<file path="src/rtl/ps2_pkg.sv">
// Shared PS/2 host definitions: init FSM state encoding, command/response bytes
// and timeout counter sizing.
package ps2_pkg;

    typedef enum logic [3:0] {
        ST_IDLE,
        ST_SEND_RST,
        ST_WAIT_TX_RST,
        ST_WAIT_ACK_RST,
        ST_WAIT_BAT,
        ST_WAIT_ID,
        ST_SEND_EN,
        ST_WAIT_TX_EN,
        ST_WAIT_ACK_EN,
        ST_DONE,
        ST_ERROR
    } ps2_state_t;

    localparam logic [7:0] PS2_CMD_RESET     = 8'hFF;
    localparam logic [7:0] PS2_CMD_EN_REPORT = 8'hF4;
    localparam logic [7:0] PS2_RSP_ACK       = 8'hFA;
    localparam logic [7:0] PS2_RSP_BAT_OK    = 8'hAA;
    localparam logic [7:0] PS2_ID_MOUSE      = 8'h00;

    // BAT can take up to 500 ms, so its wait uses a 25x longer limit.
    localparam int unsigned PS2_BAT_MULT = 25;
    localparam int unsigned PS2_TO_W     = 25;

endpackage

</file>
<file path="src/rtl/ps2_timeout_cnt.sv">
// Response timeout counter: cleared on state entry, counts while enabled,
// flags expiry when the selected limit minus one is reached.
module ps2_timeout_cnt
    import ps2_pkg::*;
#(
    parameter int unsigned TIMEOUT_CYC = 1_000_000
) (
    input  logic clk_sys,
    input  logic rst_n,
    input  logic i_clr,
    input  logic i_en,
    input  logic i_long,
    output logic o_expire
);

    localparam logic [PS2_TO_W-1:0] LIM_SHORT = PS2_TO_W'(TIMEOUT_CYC - 1);
    localparam logic [PS2_TO_W-1:0] LIM_LONG  = PS2_TO_W'(PS2_BAT_MULT * TIMEOUT_CYC - 1);

    logic [PS2_TO_W-1:0] r_cnt;
    logic [PS2_TO_W-1:0] w_limit;

    assign w_limit  = i_long ? LIM_LONG : LIM_SHORT;
    assign o_expire = i_en && (r_cnt == w_limit);

    always_ff @(posedge clk_sys or negedge rst_n) begin
        if (!rst_n) begin
            r_cnt <= '0;
        end else if (i_clr) begin
            r_cnt <= '0;
        end else if (i_en && !o_expire) begin
            r_cnt <= r_cnt + 1'b1;
        end
    end

endmodule

</file>
<file path="src/rtl/ps2_host_init.sv">
// PS/2 mouse host initialisation: reset, BAT/ID check, enable reporting, with
// timeout-driven retries; forwards received bytes once initialised.
module ps2_host_init
    import ps2_pkg::*;
#(
    parameter int unsigned TIMEOUT_CYC = 1_000_000,
    parameter int unsigned MAX_RETRY   = 3
) (
    input  logic       clk_sys,
    input  logic       rst_n,
    input  logic       start,
    output logic       tx_wr_en,
    output logic [7:0] tx_wr_data,
    input  logic       tx_wr_done,
    input  logic       rx_valid,
    input  logic [7:0] rx_data,
    output logic       busy,
    output logic       init_done,
    output logic       init_err,
    output logic [1:0] retry_cnt,
    output logic       pkt_valid,
    output logic [7:0] pkt_data
);

    ps2_state_t r_state, w_next;

    logic       r_tx_wr_en;
    logic [7:0] r_tx_wr_data;
    logic       r_busy, r_init_done, r_init_err;
    logic [1:0] r_retry_cnt;
    logic       r_pkt_valid;
    logic [7:0] r_pkt_data;

    logic w_fail, w_start_ok, w_to_en, w_to_long, w_to_clr, w_expire;

    assign w_start_ok = start && (r_state inside {ST_IDLE, ST_DONE, ST_ERROR});
    assign w_to_en    = r_state inside {ST_WAIT_TX_RST, ST_WAIT_ACK_RST, ST_WAIT_BAT,
                                        ST_WAIT_ID, ST_WAIT_TX_EN, ST_WAIT_ACK_EN};
    assign w_to_long  = (r_state == ST_WAIT_BAT);
    assign w_to_clr   = (w_next != r_state);

    ps2_timeout_cnt #(.TIMEOUT_CYC(TIMEOUT_CYC)) u_timeout (
        .clk_sys  (clk_sys),
        .rst_n    (rst_n),
        .i_clr    (w_to_clr),
        .i_en     (w_to_en),
        .i_long   (w_to_long),
        .o_expire (w_expire)
    );

    // A received byte is checked before the timeout so a same-cycle match advances.
    always_comb begin
        w_next = r_state;
        w_fail = 1'b0;
        case (r_state)
            ST_IDLE, ST_DONE, ST_ERROR: if (w_start_ok) w_next = ST_SEND_RST;
            ST_SEND_RST:    w_next = ST_WAIT_TX_RST;
            ST_WAIT_TX_RST: begin
                if (tx_wr_done)    w_next = ST_WAIT_ACK_RST;
                else if (w_expire) w_fail = 1'b1;
            end
            ST_WAIT_ACK_RST: begin
                if (rx_valid) begin
                    if (rx_data == PS2_RSP_ACK) w_next = ST_WAIT_BAT;
                    else                        w_fail = 1'b1;
                end else if (w_expire) w_fail = 1'b1;
            end
            ST_WAIT_BAT: begin
                if (rx_valid) begin
                    if (rx_data == PS2_RSP_BAT_OK) w_next = ST_WAIT_ID;
                    else                           w_fail = 1'b1;
                end else if (w_expire) w_fail = 1'b1;
            end
            ST_WAIT_ID: begin
                if (rx_valid) begin
                    if (rx_data == PS2_ID_MOUSE) w_next = ST_SEND_EN;
                    else                         w_fail = 1'b1;
                end else if (w_expire) w_fail = 1'b1;
            end
            ST_SEND_EN:     w_next = ST_WAIT_TX_EN;
            ST_WAIT_TX_EN: begin
                if (tx_wr_done)    w_next = ST_WAIT_ACK_EN;
                else if (w_expire) w_fail = 1'b1;
            end
            ST_WAIT_ACK_EN: begin
                if (rx_valid) begin
                    if (rx_data == PS2_RSP_ACK) w_next = ST_DONE;
                    else                        w_fail = 1'b1;
                end else if (w_expire) w_fail = 1'b1;
            end
            default:        w_next = ST_IDLE;
        endcase
        if (w_fail) begin
            w_next = (32'(r_retry_cnt) < MAX_RETRY) ? ST_SEND_RST : ST_ERROR;
        end
    end

    always_ff @(posedge clk_sys or negedge rst_n) begin
        if (!rst_n) begin
            r_state      <= ST_IDLE;
            r_tx_wr_en   <= 1'b0;
            r_tx_wr_data <= '0;
            r_busy       <= 1'b0;
            r_init_done  <= 1'b0;
            r_init_err   <= 1'b0;
            r_retry_cnt  <= '0;
            r_pkt_valid  <= 1'b0;
            r_pkt_data   <= '0;
        end else begin
            r_state     <= w_next;
            r_tx_wr_en  <= (w_next == ST_SEND_RST) || (w_next == ST_SEND_EN);
            if (w_next == ST_SEND_RST)     r_tx_wr_data <= PS2_CMD_RESET;
            else if (w_next == ST_SEND_EN) r_tx_wr_data <= PS2_CMD_EN_REPORT;
            r_busy      <= !(w_next inside {ST_IDLE, ST_DONE, ST_ERROR});
            r_init_done <= (w_next == ST_DONE);
            r_init_err  <= (w_next == ST_ERROR);
            if (w_start_ok)                            r_retry_cnt <= '0;
            else if (w_fail && w_next == ST_SEND_RST) r_retry_cnt <= r_retry_cnt + 1'b1;
            r_pkt_valid <= (r_state == ST_DONE) && (w_next == ST_DONE) && rx_valid;
            if ((r_state == ST_DONE) && rx_valid)     r_pkt_data <= rx_data;
        end
    end

    assign tx_wr_en   = r_tx_wr_en;
    assign tx_wr_data = r_tx_wr_data;
    assign busy       = r_busy;
    assign init_done  = r_init_done;
    assign init_err   = r_init_err;
    assign retry_cnt  = r_retry_cnt;
    assign pkt_valid  = r_pkt_valid;
    assign pkt_data   = r_pkt_data;

endmodule

</file>
<file path="config.mk">
export PLATFORM = sky130hd
export DESIGN_NAME = ps2_host_init
export DESIGN_NICKNAME = d
export VERILOG_FILES = /design/src/rtl/ps2_pkg.sv /design/src/rtl/ps2_timeout_cnt.sv /design/src/rtl/ps2_host_init.sv
export SDC_FILE = /design/constraint.sdc
export NUM_CORES = 1
export LEC_CHECK = 0
export BUFFER_PORTS_ARGS = -buffer_cell sky130_fd_sc_hd__buf_2
export CAP_MARGIN = 25
export CORE_AREA = 2 2 95 97
export CTS_CLUSTER_DIAMETER = 200
export DETAILED_ROUTE_END_ITERATION = 6
export DIE_AREA = 0 0 97 99
export PLACE_DENSITY = 0.54
export SETUP_SLACK_MARGIN = 0.05
export SLEW_MARGIN = 40
export SYNTH_ARGS = -nofsm -noshare
export SYNTH_HDL_FRONTEND = slang
export SYNTH_SLANG_ARGS = --single-unit
</file>
<file path="constraint.sdc">
create_clock -name clk_sys -period 7.55 [get_ports clk_sys]
set_input_delay 0.3775 -clock clk_sys [delete_from_list [all_inputs] [get_ports clk_sys]]
set_output_delay 0.3775 -clock clk_sys [all_outputs]
set_load 0.05 [all_outputs]
</file>
# == Word level (Yosys, flattened, before mapping) ==
# Index checks and enable logic that the tools add are counted.
# totals
in_bits,13
register_bits,52
output_inout_bits,23
elab_cells,83
# classes
n_eq_ne,18
addsub,2
n_reduce_logical,22
muxes,30
magnitude_cmp,1
# ops
operator,count
2-to-1 mux 25 bit,3
2-to-1 mux 4 bit,13
one-hot mux 4 bit (9 select lines),1
"adder 25 x 1 -> 25 bit, second input constant",1
equality test 25 bit,1
"equality test 4 x 3 -> 1 bit, second input constant",5
"equality test 4 bit, second input constant",5
"equality test 8 bit, second input constant",2
2-to-1 mux 8 bit,2
"equality test 4 x 1 -> 1 bit, second input constant",2
"equality test 4 x 2 -> 1 bit, second input constant",2
logical NOT 4 bit,2
logical NOT 8 bit,1
2-to-1 mux 1 bit,8
logical AND 1 bit,7
nonzero test 2 bit,3
nonzero test 3 bit,2
nonzero test 6 bit,1
2-to-1 mux 2 bit,2
inequality test 4 bit,1
one-hot mux 1 bit (4 select lines),1
OR reduction 2 bit,2
OR reduction 3 bit,1
"adder 2 x 1 -> 2 bit, second input constant",1
other kinds (3),4

# == Logic depth before layout (Yosys ltp) ==
# Gate-level depths: netlist (run 1).
# depth
depth_word,12
mapped_depth,10
mapped_depth_nobuf,8

# == Cells and area by module ==
# From an unflattened synthesis (run 1), not the netlist that was laid out.
# hier_totals
cells_unflattened,284
hier_area_um2,2765.2
# modules_own_cells
module,seq_area_each_um2,cells_each,n_inst,area_each_um2
ps2_timeout_cnt,625.6,148,1,1408.9
ps2_host_init,525.5,136,1,1356.3

# == Worst setup path after synthesis (run 1) ==
# Ideal clock, no wire load.
# synth_timing
kind,reg2reg
startpoint,register r_state[2]
endpoint,register u_timeout.r_cnt[8]
path_stages_with_launch,11
setup_ns,0.095
t_required_ns,7.455
synth_period_minus_slack_ns,2.632
setup_slack_ns,4.918
path_buffers,3
arrival_ns,2.537
cell_sequence,dfrtp_1 > buf_2 > or2_2 > a31oi_1 > inv_1 > o211a_1 > or2_1 > buf_6 > a221o_2 > buf_6 > nor4_4
# synth_via
elab_chain_len,10
elab_cells_between_ends,44
classes_between,eq/ne: 12; mux: 21; reduce/logical: 11
# synth_lines
item,line,source
"start, declared",ps2_host_init.sv:25,"ps2_state_t r_state, w_next;"
"start signal, assigned",ps2_host_init.sv:110,r_state <= w_next;
equality test 4 x 3 -> 1 bit,"ps2_host_init.sv:37, ps2_host_init.sv:39, ps2_host_init.sv:55",
2-to-1 mux 25 bit,ps2_timeout_cnt.sv:22,assign w_limit = i_long ? LIM_LONG : LIM_SHORT;
equality test 25 bit,ps2_timeout_cnt.sv:23,assign o_expire = i_en && (r_cnt == w_limit);
logical AND 1 bit,ps2_timeout_cnt.sv:23,
2-to-1 mux 1 bit,--,
2-to-1 mux 1 bit (on tied branches),--,
one-hot mux 1 bit (4 select lines),ps2_host_init.sv:55,case (r_state)
2-to-1 mux 4 bit,ps2_host_init.sv:93,if (w_fail) begin
inequality test 4 bit,ps2_host_init.sv:40,assign w_to_clr = (w_next != r_state);
2-to-1 mux 25 bit / nonzero test 2 bit (equally long branches),--,
"end signal, assigned",ps2_timeout_cnt.sv:31,r_cnt <= r_cnt + 1'b1;
"end, declared",ps2_timeout_cnt.sv:19,logic [PS2_TO_W-1:0] r_cnt;
# Several ways; a longest one is shown, not always the timed one.
# A chain may end at the register's enable or synchronous reset.

# == Worst setup path after layout (run 1) ==
# layout_timing
startpoint,register r_state[2]
endpoint,register u_timeout.r_cnt[17]
# Same word-level chain as after synthesis.

==> PnR_summary.wiki, run 1 <==
{| class="wikitable"
! Metric !! Value
|-
| Run status || finished, final reports clean
|-
| CTS H-Tree Depth || 2
|-
| Max-slew violations || 0
|-
| Detailed-route DRC error count || 0
|-
| FF/Latch Area || 1150 µm²
|-
| Cells resized by post-CTS repair || 0
|-
| TritonCTS clock tree || built
|-
| Reg clk slew, reported paths || 0.09 ns
|-
| Global-route wire length before repair || 11.7 mm
|-
| Routability congestion estimate || 0.773
|-
| Worst-case clock skew || ~0.0074 ns
|-
| Setup TNS || 0 ns
|-
| Launching element type of the critical path || flop
|-
| Post-CTS setup buffers || 0
|-
| Number of different library cells in the post-synthesis netlist || 52
|-
| Setup violation total in the final timing report || 0
|-
| Wirelength per Cell || 15.4 µm
|-
| Layout overhead on the synthesized area || 12.6%
|-
| Via count || 2349
|-
| Worst-case clock buffer depth || 2
|-
| Tcrit/Tclk final || 45.3%
|-
| Max-Cap Viols || 0
|-
| Drt total wl || 6.65 mm
|-
| Relative max-transition margin || 48.5%
|-
| Most instantiated flip-flop cell in the synthesis netlist || sky130_fd_sc_hd__dfrtp_1
|-
| Y dimension of the die || 99 µm
|-
| Reg2Reg Launch Point || r_state[2]
|-
| Count of flip-flops with a built-in enable after synthesis || 0
|-
| Timing-limited maximum frequency || a little under 0.3 GHz
|-
| Detail Route Antenna Nets || 0
|-
| 1st-pass router iterations || 4
|-
| Standard-cell rows || 34
|-
| Static Leak || 0.00124 µW
|-
| Power density over the cells || 360 nW/µm²
|-
| Cell taking the most area after synthesis || sky130_fd_sc_hd__dfrtp_1
|-
| Netlist area before placement || 2930 µm²
|-
| Post-synthesis async set-or-reset flop share || 100%
|-
| Number of antenna violations at the first check in global routing || 0
|-
| Via count of the first global-routing pass || 2360
|-
| Total number of nets in the final design || about 340
|-
| Fin. Hold Viols || 0
|-
| Total CTS buffers || 5
|-
| Seq/Total Area, Yosys || 39.3%
|-
| Count of placed standard cells including taps || 423
|-
| Final critical path time including I/O delays and setup || about 3.4 ns
|-
| Cts-stage hold buffer count || 0
|-
| Root buffer cell || sky130_fd_sc_hd__clkbuf_8
|-
| X dimension of the die || 97 µm
|-
| Number of non-filler instances in the completed layout || 431
|-
| Antenna cells || 0
|-
| Initial drt markers || 69
|-
| Half-perimeter wire length of the detailed placement result || 4.75 mm
|-
| Source of the critical timing path || r_state[2]
|-
| Yosys top cell area share || 39.3%
|-
| Required time at the worst-slack endpoint || 7.70 ns
|-
| Leading cell types in the layout, fill and taps excluded || sky130_fd_sc_hd__dfrtp_1, sky130_fd_sc_hd__buf_2, sky130_fd_sc_hd__xnor2_1
|-
| Synthesized flop and latch total || 46
|-
| Power consumption || about 1200 µW
|-
| Most area-consuming cells after synthesis || sky130_fd_sc_hd__dfrtp_1, sky130_fd_sc_hd__nor4_2, sky130_fd_sc_hd__xnor2_1
|-
| # clock sinks || between 40 and 50
|-
| Synthesis warning total || 0
|-
| Slew at the pin closest to its max-slew limit || 0.772 ns
|-
| Leading cell type in the layout, fill and taps excluded || sky130_fd_sc_hd__dfrtp_1
|-
| RSZ-0062 raised after global routing || false
|-
| Endpoint type of the worst setup path || flop
|-
| Multi-input logic area || 1620 µm²
|-
| Final-layout fill cell count || slightly below 900
|-
| All-Layer GR Usage || 14.5%
|-
| Mean instance size in the synthesized netlist || between 9 and 10 µm²
|-
| Ports placed on the boundary || 36
|-
| Core Box Area || 8550 µm²
|-
| Largest net degree at the start of global routing || 47
|-
| Synthesized net count || approximately 310
|-
| Number of cells produced by synthesis || 297
|-
| Data arrival time of the worst path || 3.57 ns
|-
| Worst-path maximum fanout || 19
|-
| Number of input and output port buffers inserted || 35
|-
| Fraction of final layout cells sized beyond drive strength 1 || 25.4%
|-
| Via density || roughly 5.5
|-
| Die Outline Area || 9600 µm²
|-
| Starting Density || 34.3%
|-
| Start-to-end type of the worst setup path || reg2reg
|-
| Later-pin clock latency in the skew report || approximately 0.30 ns
|-
| Worst vdd rail ir drop || 0.000155 V
|-
| GR Overflow Total || 0
|-
| Worst min-delay path class || in2async
|}
-- layer usage --
| metal | vias to the layer above | track usage [%] | wire, µm | part of all wire [%] |
|---|---|---|---|---|
| li1 | 1154 | - | - | - |
| met1 | 1142 | 19.5 | 3240 | 49 |
| met2 | 43 | 23.8 | 3050 | 46 |
| met3 | 10 | 2.55 | 221 | 3.3 |
| met4 | 0 | 5.09 | 138 | 2.1 |
| met5 | - | 0 | 0 | 0 |
-- final timing paths --
check,slack [ns],to,depth (start not counted)
max in group asynchronous,7.07,u_timeout.r_cnt[8],1
worst max register to register,4.13,u_timeout.r_cnt[17],9
min in group clk_sys,0.34,pkt_data[2],2
worst min register to register,0.50,pkt_data[2],1
worst min-delay path,0.07,pkt_data[2],1
worst max-delay path,4.13,u_timeout.r_cnt[17],9
-- report_power, final --
part / internal (µW) / leakage, µW / switching, µW
logic: 189 / 0.000568 / 439
clock network: 141 / 0.0000714 / 85.8
registers: 290 / 0.000605 / 44.9
-- stage by stage --
stage	util, %	cell area [µm²]	hold slack (ns)	setup WS (ns)
2_1_floorplan	-	2930	0.0819	4.92
3_3_place_gp	36.5	3120	0.484	4.11
3_5_place_dp	36.9	3160	0.431	4.15
4_1_cts	38.6	3300	0.104	4.12
5_1_grt	38.6	3300	0.126	3.81
6_report	38.6	3300	0.0673	4.13
-- sequential cells by signal, summed over array words and instances, names as in the netlist --
register,flops
retry_cnt,2
init_done,1
tx_wr_data,2
busy,1
r_state,4
pkt_data,8
tx_wr_en,1
pkt_valid,1
init_err,1
u_timeout.r_cnt,25
-- cells in the mapped netlist, types with 2 or more instances --
| cell | n |
|---|---|
| sky130_fd_sc_hd__buf_2 | 7 |
| sky130_fd_sc_hd__o21ai_0 | 9 |
| sky130_fd_sc_hd__and3_1 | 7 |
| sky130_fd_sc_hd__nor3_1 | 19 |
| sky130_fd_sc_hd__mux2i_1 | 3 |
| sky130_fd_sc_hd__o31ai_1 | 2 |
| sky130_fd_sc_hd__nand3b_1 | 2 |
| sky130_fd_sc_hd__o21a_1 | 2 |
| sky130_fd_sc_hd__nor4_1 | 12 |
| sky130_fd_sc_hd__nand4_1 | 10 |
| sky130_fd_sc_hd__nor3b_1 | 3 |
| sky130_fd_sc_hd__o221ai_1 | 3 |
| sky130_fd_sc_hd__nand2_1 | 21 |
| sky130_fd_sc_hd__nand3_1 | 8 |
| sky130_fd_sc_hd__and4_1 | 2 |
| sky130_fd_sc_hd__inv_1 | 8 |
| sky130_fd_sc_hd__nor2_1 | 19 |
| sky130_fd_sc_hd__buf_4 | 8 |
| sky130_fd_sc_hd__nor4bb_1 | 3 |
| sky130_fd_sc_hd__a21oi_1 | 4 |
| sky130_fd_sc_hd__or2_1 | 2 |
| sky130_fd_sc_hd__or4_1 | 2 |
| sky130_fd_sc_hd__nor4b_1 | 2 |
| sky130_fd_sc_hd__or4b_1 | 2 |
| sky130_fd_sc_hd__buf_6 | 3 |
| sky130_fd_sc_hd__nor4_2 | 20 |
| sky130_fd_sc_hd__mux2_2 | 8 |
| sky130_fd_sc_hd__a211oi_1 | 2 |
| sky130_fd_sc_hd__nand2b_1 | 3 |
| sky130_fd_sc_hd__ha_1 | 2 |
| sky130_fd_sc_hd__or2_2 | 2 |
| sky130_fd_sc_hd__dfrtp_1 | 46 |
| sky130_fd_sc_hd__a31oi_1 | 2 |
| sky130_fd_sc_hd__o211a_1 | 2 |
| sky130_fd_sc_hd__xor2_1 | 3 |
| sky130_fd_sc_hd__nor2b_1 | 5 |
| sky130_fd_sc_hd__and2_1 | 2 |
| sky130_fd_sc_hd__xnor2_1 | 23 |
-- cells by family after synthesis --
kind of cell,Yosys count,share of synthesized area [%]
AND/OR/NAND/NOR,150,33.9
flip-flops,46,39.3
AO/OA/AOI/OAI,34,8.37
buffers and inverters,28,5.68
XOR/XNOR,26,7.77
multiplexers,11,4.10
adder cells (fa/ha/maj),2,0.854
-- critical path, stage by stage, from the launching register on --
cell                      delay, ns
sky130_fd_sc_hd__dfrtp_1       0.59
sky130_fd_sc_hd__or2_2         0.37
sky130_fd_sc_hd__a31oi_1       0.52
sky130_fd_sc_hd__inv_1         0.09
sky130_fd_sc_hd__o211a_1       0.18
sky130_fd_sc_hd__nor3_1        0.53
sky130_fd_sc_hd__mux2i_4       0.55
sky130_fd_sc_hd__buf_8         0.21
sky130_fd_sc_hd__buf_8         0.16
sky130_fd_sc_hd__nor4_1        0.06
-- final cells by class --
type,instances,share of cell area [%]
clock inverter,2,1.82
timing repair buffer,38,6.53
clock buffer,6,2.50
tap,108,4.10
multi-input combinational,223,49.2
sequential,46,34.9
inverter,8,0.910
Note: power is estimated with default switching activity, not from simulation.
==> inputs of run 2 (changes only) <==
PLACE_DENSITY = 0.56   (was 0.54)
clock period = 3 ns   (was 7.55 ns; I/O delays follow)
==> PnR_summary.wiki, run 2 (same netlist as run 1, synthesis figures left out) <==
{| class="wikitable"
! Metric !! Value
|-
| Run status || finished, final reports clean
|-
| Starting Density || roughly a third
|-
| Initial drt markers || 139
|-
| Launching element type of the critical path || flop
|-
| Worst min-delay path class || in2reg
|-
| Endpoint type of the worst setup path || flop
|-
| All-Layer GR Usage || 14.6%
|-
| Multi-input logic area || 1690 µm²
|-
| Data arrival time of the worst path || 3.01 ns
|-
| Number of input and output port buffers inserted || 35
|-
| Required time at the worst-slack endpoint || 3.20 ns
|-
| Fin. Hold Viols || 0
|-
| GR Overflow Total || 0
|-
| Number of antenna violations at the first check in global routing || 0
|-
| Worst setup slack after placement || 0.00447 ns
|-
| Final-layout fill cell count || 857
|-
| Max-slew violations || 0
|-
| Leading cell types in the layout, fill and taps excluded || sky130_fd_sc_hd__dfrtp_1, sky130_fd_sc_hd__buf_2, sky130_fd_sc_hd__buf_4
|-
| Final cell utilization of the core || 40.6%
|-
| Core Box Area || between 8000 and 9000 µm²
|-
| Drt total wl || 7.12 mm
|-
| Static Leak || 0.00135 µW
|-
| Number of non-filler instances in the completed layout || 456
|-
| X dimension of the die || around 97 µm
|-
| Total number of nets in the final design || 363
|-
| Detail Route Antenna Nets || 0
|-
| Via count || 2478
|-
| Global-route wire length before repair || 11.7 mm
|-
| Start-to-end type of the worst setup path || reg2reg
|-
| 1st-pass router iterations || 4
|-
| Largest net degree at the start of global routing || 47
|-
| Summed area of non-filler cells in the final layout || 3470 µm²
|-
| Tcrit/Tclk final || between 90% and 100%
|-
| Detailed-route DRC error count || 0
|-
| Relative max-transition margin || 59.1%
|-
| Register bank with the most flops || u_timeout.r_cnt
|-
| Post-CTS setup buffers || 0
|-
| Layout overhead on the synthesized area || 18.6%
|-
| # clock sinks || 46
|-
| TritonCTS clock tree || built
|-
| Final critical path time including I/O delays and setup || 2.80 ns
|-
| Antenna cells || 0
|-
| Worst vdd rail ir drop || between 0.0003 and 0.0004 V
|-
| Worst-case clock skew || 0.00640 ns
|-
| Setup violation total in the final timing report || 0
|-
| Worst slack on hold paths || 0.111 ns
|-
| Later-pin clock latency in the skew report || 0.29 ns
|-
| RSZ-0062 raised after global routing || false
|-
| Worst-path maximum fanout || 12
|-
| Worst setup slack after layout || roughly 0.2 ns
|-
| Standard-cell rows || 34
|-
| Leading cell type in the layout, fill and taps excluded || sky130_fd_sc_hd__dfrtp_1
|-
| Timing-limited maximum frequency || around 0.36 GHz
|-
| Max-Cap Viols || 0
|-
| Power density over the cells || 895 nW/µm²
|-
| Via count of the first global-routing pass || 2411
|-
| Flip-flop count of the largest register after layout || 25
|-
| Routability congestion estimate || between 0.8 and 0.9
|-
| Worst-case clock buffer depth || 2
|-
| Half-perimeter wire length of the detailed placement result || 4.85 mm
|-
| Total CTS buffers || 5
|-
| FF/Latch Area || 1150 µm²
|-
| Via density || 5.43
|-
| Die Outline Area || 9600 µm²
|-
| CTS H-Tree Depth || 2
|-
| Reg clk slew, reported paths || 0.08 ns
|-
| Slew at the pin closest to its max-slew limit || 0.613 ns
|-
| Area post-placement || 3320 µm²
|-
| Count of placed standard cells including taps || ~450
|-
| Y dimension of the die || 99 µm
|-
| Wirelength per Cell || approximately 16 µm
|-
| Fraction of final layout cells sized beyond drive strength 1 || between 30% and 40%
|-
| Ports placed on the boundary || 36
|-
| Root buffer cell || sky130_fd_sc_hd__clkbuf_8
|}
==> run 2: changes by cell type in the layout (fill, tap and decap cells not counted), sizes merged <==
cell and delta:
buf +23, a221o +2, bufinv -2, clkinv +2, clkbuf -1, dlygate4sd3 +1
==> run 2: layout make-up <==
type	count	share of cell area, %
flip-flops and latches	46	33.2
inverters	8	0.864
multi-input cells	225	48.6
well taps	108	3.89
clock buffers	5	1.98
clock inverters	2	0.288
repair buffers	62	11.2
==> run 2: per-layer routing <==
layer / up-vias / GRT usage, % / share of wire [%]
met5: - / 0 / 0
met2: 51 / 25.3 / 48
met3: 6 / 2.55 / 4.5
li1: 1217 / - / -
met4: 0 / 4.44 / 1.0
met1: 1204 / 18.8 / 46
==> run 2: path summary, 6_finish.rpt <==
| kind | start | endpoint | slack (ns) | cells past startpoint |
|---|---|---|---|---|
| hold / removal | rx_data[2] | pkt_data[2] | 0.11 | 2 |
| setup / recovery | r_state[0] | u_timeout.r_cnt[16] | 0.20 | 7 |
| max in group asynchronous | rst_n | r_state[2] | 2.16 | 2 |
| hold reg to reg | pkt_data[6] | pkt_data[6] | 0.51 | 1 |
| min in group asynchronous | rst_n | pkt_data[2] | 0.40 | 2 |
| setup reg to reg | r_state[0] | u_timeout.r_cnt[16] | 0.20 | 7 |
==> run 2: what timing repair did <==
action	CTS	global route
gates cloned	0	2
endpoints found under the setup margin	7	25
hold buffers	1	0
resized for setup	1	6
pin swaps	0	1
hold endpoints to repair	46	0
==> run 2: worst max-delay path, stage by stage (launching register included) <==
cell	delay (ns)
sky130_fd_sc_hd__dfrtp_1	0.45
sky130_fd_sc_hd__or4b_4	0.59
sky130_fd_sc_hd__nor4_1	0.20
sky130_fd_sc_hd__o21ai_0	0.21
sky130_fd_sc_hd__nand4b_1	0.22
sky130_fd_sc_hd__nand2_1	0.21
sky130_fd_sc_hd__a221o_4	0.55
sky130_fd_sc_hd__nor4_2	0.28
==> run 2: through the flow <==
stage	power, µW	setup TNS, ns
final	3110	0
after global routing	3300	0
after CTS	2960	0
after global placement	2500	-0.176
after floorplan	2110	0
after detailed placement	2560	0
==> run 2: power breakdown <==
part / switching [µW] / internal [µW] / leakage, µW
logic: 1300 / 649 / 0.000700
clock network: 203 / 157 / 0.0000438
registers: 70.4 / 730 / 0.000603
total: 1570 / 1540 / 0.00135
==> inputs of run 3 (changes only) <==
ABC_AREA = 1   (was unset)
CORE_AREA = 2 2 94 96   (was 2 2 95 97)
DIE_AREA = 0 0 96 98   (was 0 0 97 99)
==> PnR_summary.wiki, run 3 <==
{| class="wikitable"
! Metric !! Value
|-
| Worst-case clock skew || 0.0102 ns
|-
| Simple-Gate Fraction of Synth Area || 37.4%
|-
| Y dimension of the die || 98 µm
|-
| Setup violation total in the final timing report || 0
|-
| Most used standard cell by instance count after synthesis || sky130_fd_sc_hd__nand2_1
|-
| Die Outline Area || ~9400 µm²
|-
| Reg clk slew, reported paths || approximately 0.09 ns
|-
| Number of different library cells in the post-synthesis netlist || 33
|-
| X dimension of the die || 96 µm
|-
| Synthesized net count || 394
|-
| Post-CTS setup buffers || 0
|-
| Netlist area before placement || between 2000 and 3000 µm²
|-
| GR Overflow Total || 0
|-
| Relative max-transition margin || 58.8%
|-
| Final cell utilization of the core || 38.1%
|-
| Slew at the pin closest to its max-slew limit || 0.616 ns
|-
| Power density over the cells || 752 nW/µm²
|-
| Later-pin clock latency in the skew report || 0.30 ns
|-
| Summed area of non-filler cells in the final layout || 3230 µm²
|-
| Worst R2R Setup Slack || 0.51 ns
|-
| Worst-case clock buffer depth || 2
|-
| Detailed-route DRC error count || 0
|-
| Drt total wl || ~6.4 mm
|-
| Largest net degree at the start of global routing || 47
|-
| Via count of the first global-routing pass || 2393
|-
| Flip-flop count of the largest register after layout || 25
|-
| RSZ-0062 raised after global routing || false
|-
| Worst slack on hold paths || 0.0727 ns
|-
| Worst vdd rail ir drop || 0.000376 V
|-
| Worst setup slack after placement || just over 0.5 ns
|-
| Initial drt markers || 83
|-
| Yosys top cell area share || about 40%
|-
| CTS H-Tree Depth || 2
|-
| Global-route wire length before repair || 10.9 mm
|-
| Detail Route Antenna Nets || 0
|-
| Data arrival time of the worst path || 2.72 ns
|-
| Post-synthesis async set-or-reset flop share || 100%
|-
| Final critical path time including I/O delays and setup || 2.49 ns
|-
| Leading cell types in the layout, fill and taps excluded || sky130_fd_sc_hd__nand2_1, sky130_fd_sc_hd__inv_1, sky130_fd_sc_hd__dfrtp_1
|-
| Area post-placement || 3130 µm²
|-
| Endpoint type of the worst setup path || flop
|-
| TritonCTS clock tree || built
|-
| Run status || finished, final reports clean
|-
| Top post-synthesis cells by count || sky130_fd_sc_hd__nand2_1, sky130_fd_sc_hd__inv_1, sky130_fd_sc_hd__dfrtp_1, sky130_fd_sc_hd__nor2_1, sky130_fd_sc_hd__nand3_1
|-
| Worst min-delay path class || in2reg
|-
| Fraction of final layout cells sized beyond drive strength 1 || 22.4%
|-
| Antenna cells || 0
|-
| Count of flip-flops with a built-in enable after synthesis || 0
|-
| Number of antenna violations at the first check in global routing || 0
|-
| Half-perimeter wire length of the detailed placement result || just under 5 mm
|-
| Adder-cell share of the synthesized area || less than 1%
|-
| Starting Density || 33.8%
|-
| Register bank with the most flops || u_timeout.r_cnt
|-
| Worst setup slack after layout || 0.509 ns
|-
| Routability congestion estimate || 0.853
|-
| Total CTS buffers || 5
|-
| Synthesis warning total || 0
|-
| Via count || about 2500
|-
| Core Box Area || 8470 µm²
|-
| Leading cell type in the layout, fill and taps excluded || sky130_fd_sc_hd__nand2_1
|-
| Fin. Hold Viols || 0
|-
| Root buffer cell || sky130_fd_sc_hd__clkbuf_8
|-
| Dominant combinational cell family by area after synthesis || simple AND/OR/NAND/NOR gates
|-
| Max-Cap Viols || 0
|-
| Layout overhead on the synthesized area || 13.0%
|-
| Final-layout fill cell count || 871
|-
| Multiplexer fraction of the synthesized cell area || 1.18%
|-
| Tcrit/Tclk final || 83.0%
|-
| Required time at the worst-slack endpoint || 3.23 ns
|-
| XOR/XNOR Fraction of Synth Area || 4.90%
|-
| Setup TNS || 0 ns
|-
| # clock sinks || between 40 and 50
|-
| Static Leak || 0.00145 µW
|-
| Most instantiated flip-flop cell in the synthesis netlist || sky130_fd_sc_hd__dfrtp_1
|-
| Most area-consuming cells after synthesis || sky130_fd_sc_hd__dfrtp_1, sky130_fd_sc_hd__nand2_1, sky130_fd_sc_hd__inv_1
|-
| Wirelength per Cell || 12.2 µm
|-
| Synthesized flop and latch total || 46
|-
| Total number of nets in the final design || 430
|-
| 1st-pass router iterations || 4
|-
| Timing-limited maximum frequency || about 0.40 GHz
|-
| Standard-cell rows || 34
|-
| All-Layer GR Usage || 14.5%
|-
| Number of input and output port buffers inserted || 35
|-
| Seq/Total Area, Yosys || 40.3%
|-
| Number of cells produced by synthesis || approximately 380
|-
| Ports placed on the boundary || 36
|-
| Mean instance size in the synthesized netlist || between 7 and 8 µm²
|-
| Cell taking the most area after synthesis || sky130_fd_sc_hd__dfrtp_1
|-
| Max-slew violations || 0
|-
| Start-to-end type of the worst setup path || reg2reg
|-
| Launching element type of the critical path || flop
|-
| Via density || 4.68
|-
| Worst-path maximum fanout || 19
|-
| Compound-Gate Fraction of Synth Area || 5.65%
|}
==> run 3: cell types whose count changed in the layout (fill, tap and decap cells not counted), sizes merged, moves of 5 or more <==
| cell | delta |
|---|---|
| inv | +47 |
| nor2b | -5 |
| nor4 | -29 |
| nand2 | +70 |
| and3 | -7 |
| mux2 | -5 |
| o21ai | +6 |
| nor3 | -6 |
| nand3 | +23 |
| nor2 | +51 |
| a21oi | +5 |
| buf | -24 |
| xor2 | +12 |
| xnor2 | -22 |
==> run 3: stage by stage <==
step / total power (µW) / cells
after floorplan: 1780 / 379
after global placement: 2050 / 515
after detailed placement: 2060 / 515
after CTS: 2470 / 524
after global routing: 2620 / 524
final: 2430 / 524
==> run 3: routing by layer <==
layer / global-route usage (%) / vias to the layer above / part of all wire, %
met3: 2.78 / 8 / 3.9
met2: 23.9 / 60 / 48
met1: 18.9 / 1122 / 47
met4: 4.84 / 0 / 1.2
li1: - / 1261 / -
met5: 0 / - / 0
==> run 3: report_power, final <==
| part | switching, µW | internal (µW) | total, µW |
|---|---|---|---|
| logic | 922 | 355 | 1280 |
| registers | 56.3 | 700 | 756 |
| clock network | 208 | 186 | 395 |
| total | 1190 | 1240 | 2430 |
==> run 3: cells by family after synthesis <==
family          after synthesis
compound gates               28
xor+xnor                     16
fa+ha+maj                     2
buf+inv                      64
flops                        46
mux                           3
simple gates                220
==> run 3: layout make-up <==
| type | instances | area (µm²) | area share [%] |
|---|---|---|---|
| clock inverters | 1 | 5.00 | 0.155 |
| repair buffers | 38 | 215 | 6.66 |
| flip-flops and latches | 46 | 1150 | 35.6 |
| multi-input cells | 269 | 1430 | 44.3 |
| inverters | 55 | 206 | 6.39 |
| well taps | 108 | 135 | 4.18 |
| clock buffers | 7 | 86.3 | 2.67 |
==> run 3: final timing paths <==
check	start	cells after the start	to
worst min register to register	pkt_data[4]	2	pkt_data[4]
worst max register to register	r_state[2]	17	u_timeout.r_cnt[1]
min in group asynchronous	rst_n	2	retry_cnt[1]
worst min-delay path	start	2	retry_cnt[0]
max in group asynchronous	rst_n	2	u_timeout.r_cnt[13]
worst max-delay path	r_state[2]	17	u_timeout.r_cnt[1]
==> run 3: repair_timing <==
item / 4_1_cts / 5_1_grt
hold buffers: 1 / 0
resized for setup: 0 / 0
hold endpoints to repair: 46 / 0
endpoints found under the setup margin: 0 / 0
==> run 3: critical path, stage by stage (launching register included) <==
cell and delay, ns:
sky130_fd_sc_hd__dfrtp_1 0.50, sky130_fd_sc_hd__inv_2 0.10, sky130_fd_sc_hd__nor2_4 0.11, sky130_fd_sc_hd__nand2_1 0.09, sky130_fd_sc_hd__nor2_1 0.16, sky130_fd_sc_hd__nand2_1 0.14
sky130_fd_sc_hd__nand3_1 0.09, sky130_fd_sc_hd__nand2_1 0.08, sky130_fd_sc_hd__nand2_4 0.11, sky130_fd_sc_hd__nand3_2 0.13, sky130_fd_sc_hd__nand2_2 0.12, sky130_fd_sc_hd__nand2_1 0.05
sky130_fd_sc_hd__nand2_1 0.07, sky130_fd_sc_hd__nand2_1 0.10, sky130_fd_sc_hd__nor2_4 0.20, sky130_fd_sc_hd__inv_2 0.08, sky130_fd_sc_hd__buf_12 0.17, sky130_fd_sc_hd__a21oi_2 0.11
